$ cat src/rtl/fc_pkg.sv
// rtl/fc_pkg.sv - shared constants, state encoding and requantizer for the FC engine
package fc_pkg;
    localparam int WEIGHT_WIDTH           = 4;
    localparam int WEIGHT_NUM             = 20;
    localparam int DATA_WIDTH             = 8;
    localparam int DATA_NUM_PER_SRAM_ADDR = 4;
    localparam int WEIGHT_ADDR_WIDTH      = 15;
    localparam int FC1_SHIFT              = 7;
    localparam int FC2_SHIFT              = 7;

    localparam int FC1_IN    = 800;
    localparam int FC1_OUT   = 500;
    localparam int FC2_IN    = 500;
    localparam int FC2_OUT   = 10;
    localparam int FC1_WPN   = 40;
    localparam int FC2_WPN   = 25;
    localparam int FC2_WBASE = 20000;

    // 20 products of at most |128*8| fit comfortably in 16 signed bits
    localparam int SUM_WIDTH = 16;
    localparam int ACC_WIDTH = 32;

    typedef enum logic [2:0] {
        ST_IDLE, ST_FC1, ST_FC1_FLUSH, ST_FC2, ST_FC2_FLUSH, ST_DONE
    } fc_state_t;

    function automatic logic [DATA_WIDTH-1:0] requant(input logic signed [ACC_WIDTH-1:0] acc,
                                                      input int shift, input logic relu);
        logic signed [ACC_WIDTH-1:0] s;
        s = acc >>> shift;
        if (s > 32'sd127) return 8'd127;
        if (relu && s < 32'sd0) return 8'd0;
        if (s < -32'sd128) return 8'h80;
        return s[DATA_WIDTH-1:0];
    endfunction
endpackage

$ cat src/rtl/fc_layer_top_mac20.sv
// rtl/fc_layer_top_mac20.sv - 20-lane signed 8x4 multiply with adder tree, registered sum
module fc_mac20
    import fc_pkg::*;
(
    input  logic                                clk,
    input  logic                                srstn,
    input  logic [WEIGHT_NUM*DATA_WIDTH-1:0]    act,
    input  logic [WEIGHT_NUM*WEIGHT_WIDTH-1:0]  weight,
    output logic signed [SUM_WIDTH-1:0]         sum
);
    logic signed [SUM_WIDTH-1:0] tree;

    always_comb begin
        logic signed [SUM_WIDTH-1:0] a_ext;
        logic signed [SUM_WIDTH-1:0] w_ext;
        tree  = '0;
        a_ext = '0;
        w_ext = '0;
        for (int m = 0; m < WEIGHT_NUM; m++) begin
            a_ext = SUM_WIDTH'($signed(act[m*DATA_WIDTH +: DATA_WIDTH]));
            w_ext = SUM_WIDTH'($signed(weight[m*WEIGHT_WIDTH +: WEIGHT_WIDTH]));
            tree  = tree + a_ext * w_ext;
        end
    end

    always_ff @(posedge clk) begin
        if (srstn) sum <= '0;
        else       sum <= tree;
    end
endmodule

$ cat src/rtl/fc_layer_top.sv
// rtl/fc_layer_top.sv - two-layer fully-connected engine: FC1 800->500, FC2 500->10
module fc_layer_top
    import fc_pkg::*;
(
    input  logic        clk,
    input  logic        srstn,
    input  logic        conv_done,
    input  logic        mem_sel,
    input  logic [31:0] sram_rdata_c0, sram_rdata_c1, sram_rdata_c2, sram_rdata_c3, sram_rdata_c4,
    output logic [9:0]  sram_raddr_c0, sram_raddr_c1, sram_raddr_c2, sram_raddr_c3, sram_raddr_c4,
    input  logic [31:0] sram_rdata_d0, sram_rdata_d1, sram_rdata_d2, sram_rdata_d3, sram_rdata_d4,
    output logic [9:0]  sram_raddr_d0, sram_raddr_d1, sram_raddr_d2, sram_raddr_d3, sram_raddr_d4,
    input  logic [31:0] sram_rdata_e0, sram_rdata_e1, sram_rdata_e2, sram_rdata_e3, sram_rdata_e4,
    output logic [9:0]  sram_raddr_e0, sram_raddr_e1, sram_raddr_e2, sram_raddr_e3, sram_raddr_e4,
    output logic        sram_write_enable_e0, sram_write_enable_e1, sram_write_enable_e2,
    output logic        sram_write_enable_e3, sram_write_enable_e4,
    output logic [3:0]  sram_bytemask_e,
    output logic [9:0]  sram_waddr_e,
    output logic [7:0]  sram_wdata_e,
    output logic        sram_write_enable_f,
    output logic [3:0]  sram_bytemask_f,
    output logic [9:0]  sram_waddr_f,
    output logic [7:0]  sram_wdata_f,
    input  logic [WEIGHT_NUM*WEIGHT_WIDTH-1:0] sram_rdata_weight,
    output logic [WEIGHT_ADDR_WIDTH-1:0]       sram_raddr_weight,
    output logic        fc1_done,
    output logic        fc2_done
);
    fc_state_t state;
    logic sel_c, is_fc2;
    logic [8:0] n_cnt;
    logic [5:0] j_cnt;
    logic [WEIGHT_ADDR_WIDTH-1:0] w_ptr;
    logic [9:0] act_raddr, e_raddr;
    logic s0_valid, s0_first, s0_last, s1_valid, s1_first, s1_last, s2_valid, s2_first, s2_last;
    logic [1:0] w_lane;
    logic [2:0] w_bank;
    logic [9:0] w_addr, w_cnt;
    logic [4:0] we_e;
    logic signed [ACC_WIDTH-1:0] acc, acc_next;
    logic signed [SUM_WIDTH-1:0] mac_sum;
    logic [WEIGHT_NUM*DATA_WIDTH-1:0] mac_act;
    logic [4:0][31:0] c_word, d_word, e_word, bank_word;
    logic [DATA_WIDTH-1:0] q;
    logic [5:0] j_last;
    logic [8:0] n_last;

    assign {sram_raddr_c4, sram_raddr_c3, sram_raddr_c2, sram_raddr_c1, sram_raddr_c0} = {5{act_raddr}};
    assign {sram_raddr_d4, sram_raddr_d3, sram_raddr_d2, sram_raddr_d1, sram_raddr_d0} = {5{act_raddr}};
    assign {sram_raddr_e4, sram_raddr_e3, sram_raddr_e2, sram_raddr_e1, sram_raddr_e0} = {5{e_raddr}};
    assign {sram_write_enable_e4, sram_write_enable_e3, sram_write_enable_e2,
            sram_write_enable_e1, sram_write_enable_e0} = we_e;

    assign c_word = {sram_rdata_c4, sram_rdata_c3, sram_rdata_c2, sram_rdata_c1, sram_rdata_c0};
    assign d_word = {sram_rdata_d4, sram_rdata_d3, sram_rdata_d2, sram_rdata_d1, sram_rdata_d0};
    assign e_word = {sram_rdata_e4, sram_rdata_e3, sram_rdata_e2, sram_rdata_e1, sram_rdata_e0};
    assign bank_word = is_fc2 ? e_word : (sel_c ? c_word : d_word);

    // lane 0 is the most significant byte; activation 4b+l pairs with weight nibble 4b+l
    always_comb begin
        mac_act = '0;
        for (int b = 0; b < 5; b++)
            for (int l = 0; l < DATA_NUM_PER_SRAM_ADDR; l++)
                mac_act[(4*b+l)*DATA_WIDTH +: DATA_WIDTH] = bank_word[b][31-8*l -: 8];
    end

    fc_mac20 u_mac (
        .clk    (clk),
        .srstn  (srstn),
        .act    (mac_act),
        .weight (sram_rdata_weight),
        .sum    (mac_sum)
    );

    assign acc_next = (s2_first ? 32'sd0 : acc) + ACC_WIDTH'(mac_sum);
    assign q        = requant(acc_next, is_fc2 ? FC2_SHIFT : FC1_SHIFT, !is_fc2);
    assign j_last   = is_fc2 ? 6'(FC2_WPN-1) : 6'(FC1_WPN-1);
    assign n_last   = is_fc2 ? 9'(FC2_OUT-1) : 9'(FC1_OUT-1);

    always_ff @(posedge clk) begin
        if (srstn) begin
            state <= ST_IDLE;
            sel_c <= 1'b0;  is_fc2 <= 1'b0;
            n_cnt <= '0;  j_cnt <= '0;  w_ptr <= '0;
            sram_raddr_weight <= '0;  act_raddr <= '0;  e_raddr <= '0;
            {s0_valid, s0_first, s0_last} <= '0;
            {s1_valid, s1_first, s1_last} <= '0;
            {s2_valid, s2_first, s2_last} <= '0;
            w_lane <= '0;  w_bank <= '0;  w_addr <= '0;  w_cnt <= '0;
            we_e <= 5'h1F;  sram_bytemask_e <= 4'hF;  sram_waddr_e <= '0;  sram_wdata_e <= '0;
            sram_write_enable_f <= 1'b1;  sram_bytemask_f <= 4'hF;  sram_waddr_f <= '0;  sram_wdata_f <= '0;
            fc1_done <= 1'b0;  fc2_done <= 1'b0;
            acc <= '0;
        end else begin
            we_e <= 5'h1F;
            sram_bytemask_e <= 4'hF;
            sram_write_enable_f <= 1'b1;
            sram_bytemask_f <= 4'hF;
            s0_valid <= 1'b0;
            {s1_valid, s1_first, s1_last} <= {s0_valid, s0_first, s0_last};
            {s2_valid, s2_first, s2_last} <= {s1_valid, s1_first, s1_last};

            if (s2_valid) begin
                acc <= acc_next;
                if (s2_last) begin
                    w_cnt  <= w_cnt + 1'b1;
                    w_lane <= w_lane + 1'b1;
                    if (!is_fc2) begin
                        we_e[w_bank]    <= 1'b0;
                        sram_bytemask_e <= ~(4'b1000 >> w_lane);
                        sram_waddr_e    <= w_addr;
                        sram_wdata_e    <= q;
                        if (w_lane == 2'd3) begin
                            if (w_bank == 3'd4) begin
                                w_bank <= '0;
                                w_addr <= w_addr + 1'b1;
                            end else begin
                                w_bank <= w_bank + 1'b1;
                            end
                        end
                    end else begin
                        sram_write_enable_f <= 1'b0;
                        sram_bytemask_f     <= ~(4'b1000 >> w_lane);
                        sram_waddr_f        <= w_addr;
                        sram_wdata_f        <= q;
                        if (w_lane == 2'd3) w_addr <= w_addr + 1'b1;
                    end
                end
            end

            case (state)
                ST_IDLE, ST_DONE: begin
                    if (conv_done) begin
                        state <= ST_FC1;
                        fc1_done <= 1'b0;  fc2_done <= 1'b0;
                        sel_c <= mem_sel;  is_fc2 <= 1'b0;
                        w_ptr <= '0;  n_cnt <= '0;  j_cnt <= '0;
                        w_lane <= '0;  w_bank <= '0;  w_addr <= '0;  w_cnt <= '0;
                    end
                end
                ST_FC1, ST_FC2: begin
                    sram_raddr_weight <= w_ptr;
                    w_ptr <= w_ptr + 1'b1;
                    if (is_fc2) e_raddr   <= 10'(j_cnt);
                    else        act_raddr <= 10'(j_cnt);
                    s0_valid <= 1'b1;
                    s0_first <= (j_cnt == '0);
                    s0_last  <= (j_cnt == j_last);
                    if (j_cnt == j_last) begin
                        j_cnt <= '0;
                        n_cnt <= n_cnt + 1'b1;
                        if (n_cnt == n_last) state <= is_fc2 ? ST_FC2_FLUSH : ST_FC1_FLUSH;
                    end else begin
                        j_cnt <= j_cnt + 1'b1;
                    end
                end
                ST_FC1_FLUSH: begin
                    // the final e write is on the bus this cycle and commits at this edge
                    if (w_cnt == 10'(FC1_OUT)) begin
                        state <= ST_FC2;
                        fc1_done <= 1'b1;
                        is_fc2 <= 1'b1;
                        w_ptr <= WEIGHT_ADDR_WIDTH'(FC2_WBASE);
                        n_cnt <= '0;  j_cnt <= '0;
                        w_lane <= '0;  w_bank <= '0;  w_addr <= '0;  w_cnt <= '0;
                    end
                end
                ST_FC2_FLUSH: begin
                    if (w_cnt == 10'(FC2_OUT)) begin
                        sram_write_enable_f <= 1'b0;
                        sram_bytemask_f     <= 4'b1100;
                        sram_waddr_f        <= 10'(FC2_OUT / 4);
                        sram_wdata_f        <= '0;
                        w_cnt <= w_cnt + 1'b1;
                    end else if (w_cnt == 10'(FC2_OUT + 1)) begin
                        state <= ST_DONE;
                        fc2_done <= 1'b1;
                    end
                end
                default: state <= ST_IDLE;
            endcase
        end
    end
endmodule

$ cat config.mk
export PLATFORM = sky130hd
export DESIGN_NAME = fc_layer_top
export DESIGN_NICKNAME = d
export VERILOG_FILES = /design/src/rtl/fc_pkg.sv /design/src/rtl/fc_layer_top_mac20.sv /design/src/rtl/fc_layer_top.sv
export SDC_FILE = /design/constraint.sdc
export NUM_CORES = 2
export LEC_CHECK = 0
export BUFFER_PORTS_ARGS = -buffer_cell sky130_fd_sc_hd__buf_2
export CORE_AREA = 2 2 300 302
export DETAILED_ROUTE_END_ITERATION = 10
export DIE_AREA = 0 0 302 304
export PLACE_DENSITY_LB_ADDON = 0.08
export SYNTH_ARGS = -nofsm -noshare
export SYNTH_HDL_FRONTEND = slang
export SYNTH_SLANG_ARGS = --single-unit
$ cat constraint.sdc
create_clock -name clk -period 11 [get_ports clk]
set_input_delay 2.2 -clock clk [delete_from_list [all_inputs] [get_ports clk]]
set_output_delay 2.2 -clock clk [all_outputs]
set_load 0.1 [all_outputs]
# ---- Word-level counts from Yosys, hierarchy flattened
# Cells that the tools add are included.
dict set report op_classes {
  reduce_logical 20
  muxes 93
  n_bitwise 5
  magnitude_cmp 5
  n_eq_ne 18
  mul 20
  n_addsub 27
  shifts 1
}
# op n
set op_table {}
lappend op_table {{$mux 160} 2}
lappend op_table {{$add 16x16->16} 19}
lappend op_table {{$mul 8x4->12} 20}
lappend op_table {{$mux 10} 18}
lappend op_table {{$mux 8} 11}
lappend op_table {{$pmux 15 s3} 1}
lappend op_table {{$mux 3} 14}
lappend op_table {{$mux 9} 4}
lappend op_table {{$add 32x16->32} 1}
lappend op_table {{$mux 32} 1}
lappend op_table {{$mux 15} 2}
lappend op_table {{$pmux 10 s3} 1}
lappend op_table {{$pmux 9 s3} 1}
lappend op_table {{$gt 25x8->1 const B} 1}
lappend op_table {{$lt 25x1->1 const B} 1}
lappend op_table {{$lt 25x8->1 const B} 1}
lappend op_table {{$mux 6} 4}
lappend op_table {{$add 10x1->10 const B} 2}
lappend op_table {{$eq 10x4->1 const B} 2}
lappend op_table {{$mux 4} 5}
lappend op_table {{$pmux 10 s2} 1}
lappend op_table {{$pmux 6 s3} 1}
lappend op_table {{$mux 1} 17}
lappend op_table {{$add 15x1->15 const B} 1}
lappend op_table {{other kinds (36)} 58}
dict set report totals {
  reg_bits 195
  wordCells 222
  out_inout_bits 217
  in_bits 564
}

# ---- Longest topological paths before layout
dict set report logic_depth {
  word_depth 22
  mapped_depth 42
  depth_no_buf 38
}

# ---- Cells and area by module
# Synthesis repeated with hierarchy kept, for this count alone.
dict set report hier_totals {
  hier_cells 4579
  hier_area_um2 40302.4
}
# module cells_each n_inst area_each_um2 seq_area_each_um2
set modules_own_cells {}
lappend modules_own_cells {fc_mac20 2784 1 26823.2 320.3}
lappend modules_own_cells {fc_layer_top 1795 1 13479.2 3583.4}

# ---- Least setup slack after synthesis
# OpenSTA, ideal clock, no wires.
dict set report synth_path {
  kind {input-to-reg}
  startpoint {in sram_rdata_c0[17]}
  endpoint {reg u_mac.sum[15]}
  n_path_buf 0
  setup_time_ns 0.128
  cell_stages 36
  arrival_time_ns 10.644
  t_required_ns 10.872
  slack_ns 0.229
  cell_sequence {mux2i_1 -> nor2_1 -> a21oi_1 -> nand2b_1 -> fa_1 -> fa_1 -> fa_1 -> inv_1 -> ha_1 -> inv_1 -> fa_1 -> inv_1 -> a21oi_1 -> o21ai_0 -> a21oi_1 -> o21bai_1 -> xor2_1 -> fa_1 -> fa_1 -> inv_1 -> fa_1 -> inv_1 -> fa_1 -> fa_1 -> fa_1 -> inv_1 -> fa_1 -> inv_1 -> ha_1 -> and2_1 -> o21ai_0 -> o21ai_0 -> o41ai_1 -> o21ai_0 -> xnor2_1 -> nor2_1}
}
dict set report synth_between {
  elab_chain_len 22
}
# item line
set synth_lines {}
lappend synth_lines {{start, declared} fc_layer_top.sv:9} ;# input logic [31:0] sram_rdata_c0, sram_rdata_c1, sram_rdata_c2, sram_rdata_c3, sram_rdata_c4,
lappend synth_lines {{$mux 160 (2 in a row)} fc_layer_top.sv:57} ;# assign bank_word = is_fc2 ? e_word : (sel_c ? c_word : d_word);
lappend synth_lines {{$mul 8x4->12} fc_layer_top_mac20.sv:22} ;# tree = tree + a_ext * w_ext;
lappend synth_lines {{$add 16x16->16 (19 in a row)} fc_layer_top_mac20.sv:22}
lappend synth_lines {{end signal, assigned} fc_layer_top_mac20.sv:28} ;# else sum <= tree;
lappend synth_lines {{end, declared} fc_layer_top_mac20.sv:9} ;# output logic signed [SUM_WIDTH-1:0] sum
# No other way between the ends.
# A chain may end at the register's enable or synchronous reset.

# ---- Final worst setup path
dict set report layout_path {
  startpoint {in sram_rdata_c3[25]}
  endpoint {reg u_mac.sum[13]}
}
dict set report layout_between {
  elab_chain_len 11
}
# item line
set layout_lines {}
lappend layout_lines {{start, declared} fc_layer_top.sv:9}
lappend layout_lines {{$mux 160 (2 in a row)} fc_layer_top.sv:57}
lappend layout_lines {{$mul 8x4->12} fc_layer_top_mac20.sv:22}
lappend layout_lines {{$add 16x16->16 (8 in a row)} fc_layer_top_mac20.sv:22}
# No other way between the ends.

==> flow_summary_export.csv <==
group,metric,value,unit
grt,grt_pass1_vias,33100,
yosys,syn_inst,4635,
clock_network,cts.clk_slew.worst_paths,70,ps
critical_path,start_kind,"primary input",
clock_network,clk_latency,460,ps
critical_path,crit_type,"primary input to flip-flop",
grt,grt_pass1_wl,174000,um
sta,slew_violations,0,
yosys,yosysSeqAreaShare,0.0967,
routing,routedWlPerCell,16.2,um
layout,area_growth,18.4,%
yosys,synth-compound-area-share,0.101,
layout,layout_commonest_cell,"buf_2",
sta,fin_crit,10740,ps
yosys,synth_mux_area_frac,0.0469,
sta,holdWs,447,ps
critical_path,worst_path_most_repeated_cell,"fa_1",
layout,final_cells,6713,
critical_path,rr_startpoint,"is_fc2",
grt,grt-busiest-layer,"met2",
worst_hold_path,hp-class,"flip-flop to flip-flop",
routing,drt_wl_total,109000,um
yosys,synthFlopType,"dfxtp_1",
worst_hold_path,min_from,"s1_last",
place,dp.cells,6666,
yosys,syn_area,40400,um2
yosys,async_reset_ff_frac,0,
sta,tightest_slew,1130,ps
layout,drive_gt1_frac,0.223,
routing,drtIter0Drc,1283,
layout,nFillCells,8614,
yosys,yosysTopAreaCellShare,0.281,
floorplan,die_x,302,um
grt,met1_usage,0.316,
yosys,synth-edff-count,0,
grt,antenna_found_initial,11,
place,port_buffers,720,
layout,regArea,3910,um2
floorplan,ioPinCount,781,
clock_network,cts_tree,"yes",
floorplan,die_h,304,um
clock_network,root_buffer,"clkbuf_16",
sta,setup_viol,0,
yosys,synthSimpleGateAreaFrac,0.167,
place,dpl.hpwl,96700,um
sta,relSlewSlack,0.245,
sta,timing.final.crit_share,0.977,
critical_path,worstPathRequired,11310,ps
grt,use_met3,0.0178,
critical_path,worstPathArrival,11060,ps
layout,nNetsFinal,7117,
yosys,synth_area_leader_cell,"fa_1",
sta,skew,15.9,ps
routing,drt_pass1_iterations,5,
status,outcome,"finished clean",
floorplan,core_area,89000,um2
yosys,yosys-top-cells-area,"fa_1 28%, ha_1 15%, dfxtp_1 9.7%",
place,routabilityCongestion,0.902,
routing,vias_per_cell,4.89,
clock_network,clock_path_buffers,2,
critical_path,critPathLaunch,"sram_rdata_c3[25]",
run,drv_cap,0,
yosys,synth_warnings,0,
yosys,synth_fa_ha_area_frac,0.427,
floorplan,rows,110,
grt,grtUsageTotal,0.237,
critical_path,cp_max_fo,2,
routing,final_antenna_net_count,0,
sta,hold_viol_final,0,
yosys,synth_cell_types,89,
grt,grt_use_met2,0.423,
sta,fmax,93.1,MHz
clock_network,cts_sinks,195,
floorplan,start_util,0.453,
floorplan,dieArea,91800,um2
grt,grt_max_degree,79,
routing,drc,0,
grt,overflow,0,
yosys,syn_avg_cell_area,8.71,um2
layout,multi_input_area,33200,um2
routing,vias,32800,
yosys,synth_xor_area_frac,0.0644,
yosys,synth_top_family_by_area,"adder cells",
clock_network,cts_max_level,4,
yosys,synth_seq_cells,195,
critical_path,max_stage_delay,610,ps
critical_path,end_kind,"flip-flop",
critical_path,cp_slowest_cell,"fa_1",
clock_network,cts_buffers,17,
layout,mostFrequentLayoutCells,"719 x buf_2, 641 x inv_1, 555 x fa_1",
==> critical path, delay by kind of cell <==
kind / cells / cell delay, ps
fa+ha+maj: 13 / 5930
compound gates: 7 / 1240
buf+inv: 7 / 690
simple gates: 6 / 600
xor+xnor: 2 / 250
mux: 1 / 140
==> Yosys cell counts, types with 26 or more instances <==
| library cell | instances |
|---|---|
| nor2b_1 | 314 |
| buf_4 | 140 |
| xnor2_1 | 217 |
| nand2_1 | 366 |
| o21ai_0 | 136 |
| nand3_1 | 30 |
| nor3_1 | 27 |
| mux2i_1 | 188 |
| nor2_1 | 292 |
| or2_2 | 26 |
| clkbuf_1 | 77 |
| nand2b_1 | 103 |
| fa_1 | 566 |
| and2_1 | 96 |
| ha_1 | 471 |
| nand4_1 | 28 |
| dfxtp_1 | 195 |
| a21o_1 | 42 |
| a21oi_1 | 343 |
| inv_1 | 643 |
| o21bai_1 | 68 |
| xor2_1 | 76 |
==> cells by family after synthesis <==
family	Yosys count
compound gates	690
mux	189
buf+inv	896
xor+xnor	295
simple gates	1332
flops	195
other cells	1
fa+ha+maj	1037
==> repair_timing <==
action                                  4_1_cts  5_1_grt
endpoints found under the hold margin         0        0
gates resized for setup                       0       98
buffers inserted                              0        7
endpoints found under the setup margin        0        6
hold buffers                                  0        0
==> cell type report <==
| cell class | count | share of cell area |
|---|---|---|
| multi-input combinational | 3603 | 0.694 |
| timing repair buffer | 1054 | 0.129 |
| clock buffer | 19 | 0.00971 |
| antenna | 8 | 0.000419 |
| inverter | 645 | 0.0507 |
| tap | 1176 | 0.0308 |
| clock inverter | 13 | 0.00374 |
| sequential | 195 | 0.0818 |
==> state kept, by name, summed over array words and instances (netlist names), 2 cells and up <==
signal,flops
sram_raddr_c0,6
w_ptr,15
w_addr,10
state,3
j_cnt,6
w_bank,3
w_cnt,10
sram_bytemask_e,4
we_e,5
n_cnt,9
u_mac.sum,16
w_lane,2
sram_wdata_f,8
sram_bytemask_f,4
sram_wdata_e,8
sram_waddr_e,10
acc,32
sram_waddr_f,10
sram_raddr_e0,6
sram_raddr_weight,15
==> final timing paths <==
check                           slack, ps             to  depth (start not counted)
worst min-delay path                  450        s2_last                          1
worst max register to register        740  u_mac.sum[13]                         34
worst max-delay path                  260  u_mac.sum[13]                         36
worst min register to register        450        s2_last                          1
==> layer usage <==
layer	wire length [um]	part of all wire
met5	55	0.00051
met4	1390	0.013
met3	3120	0.029
met2	55000	0.51
met1	49100	0.45
==> per-stage QoR <==
| stage | setup TNS [ps] | util | worst slack, ps | cell area [um2] |
|---|---|---|---|---|
| final | 0 | 0.537 | 257 | 47800 |
| after global routing | -79.2 | 0.537 | -39.0 | 47800 |
| after CTS | 0 | 0.531 | 5.39 | 47300 |
| after detailed placement | -1740 | 0.524 | -462 | 46700 |
| after global placement | -1400 | 0.524 | -390 | 46700 |
| after floorplan | 0 | - | 229 | 40600 |
Power is not shown: default switching activity piles up to over one toggle a cycle in this logic, so the estimate is an artifact.
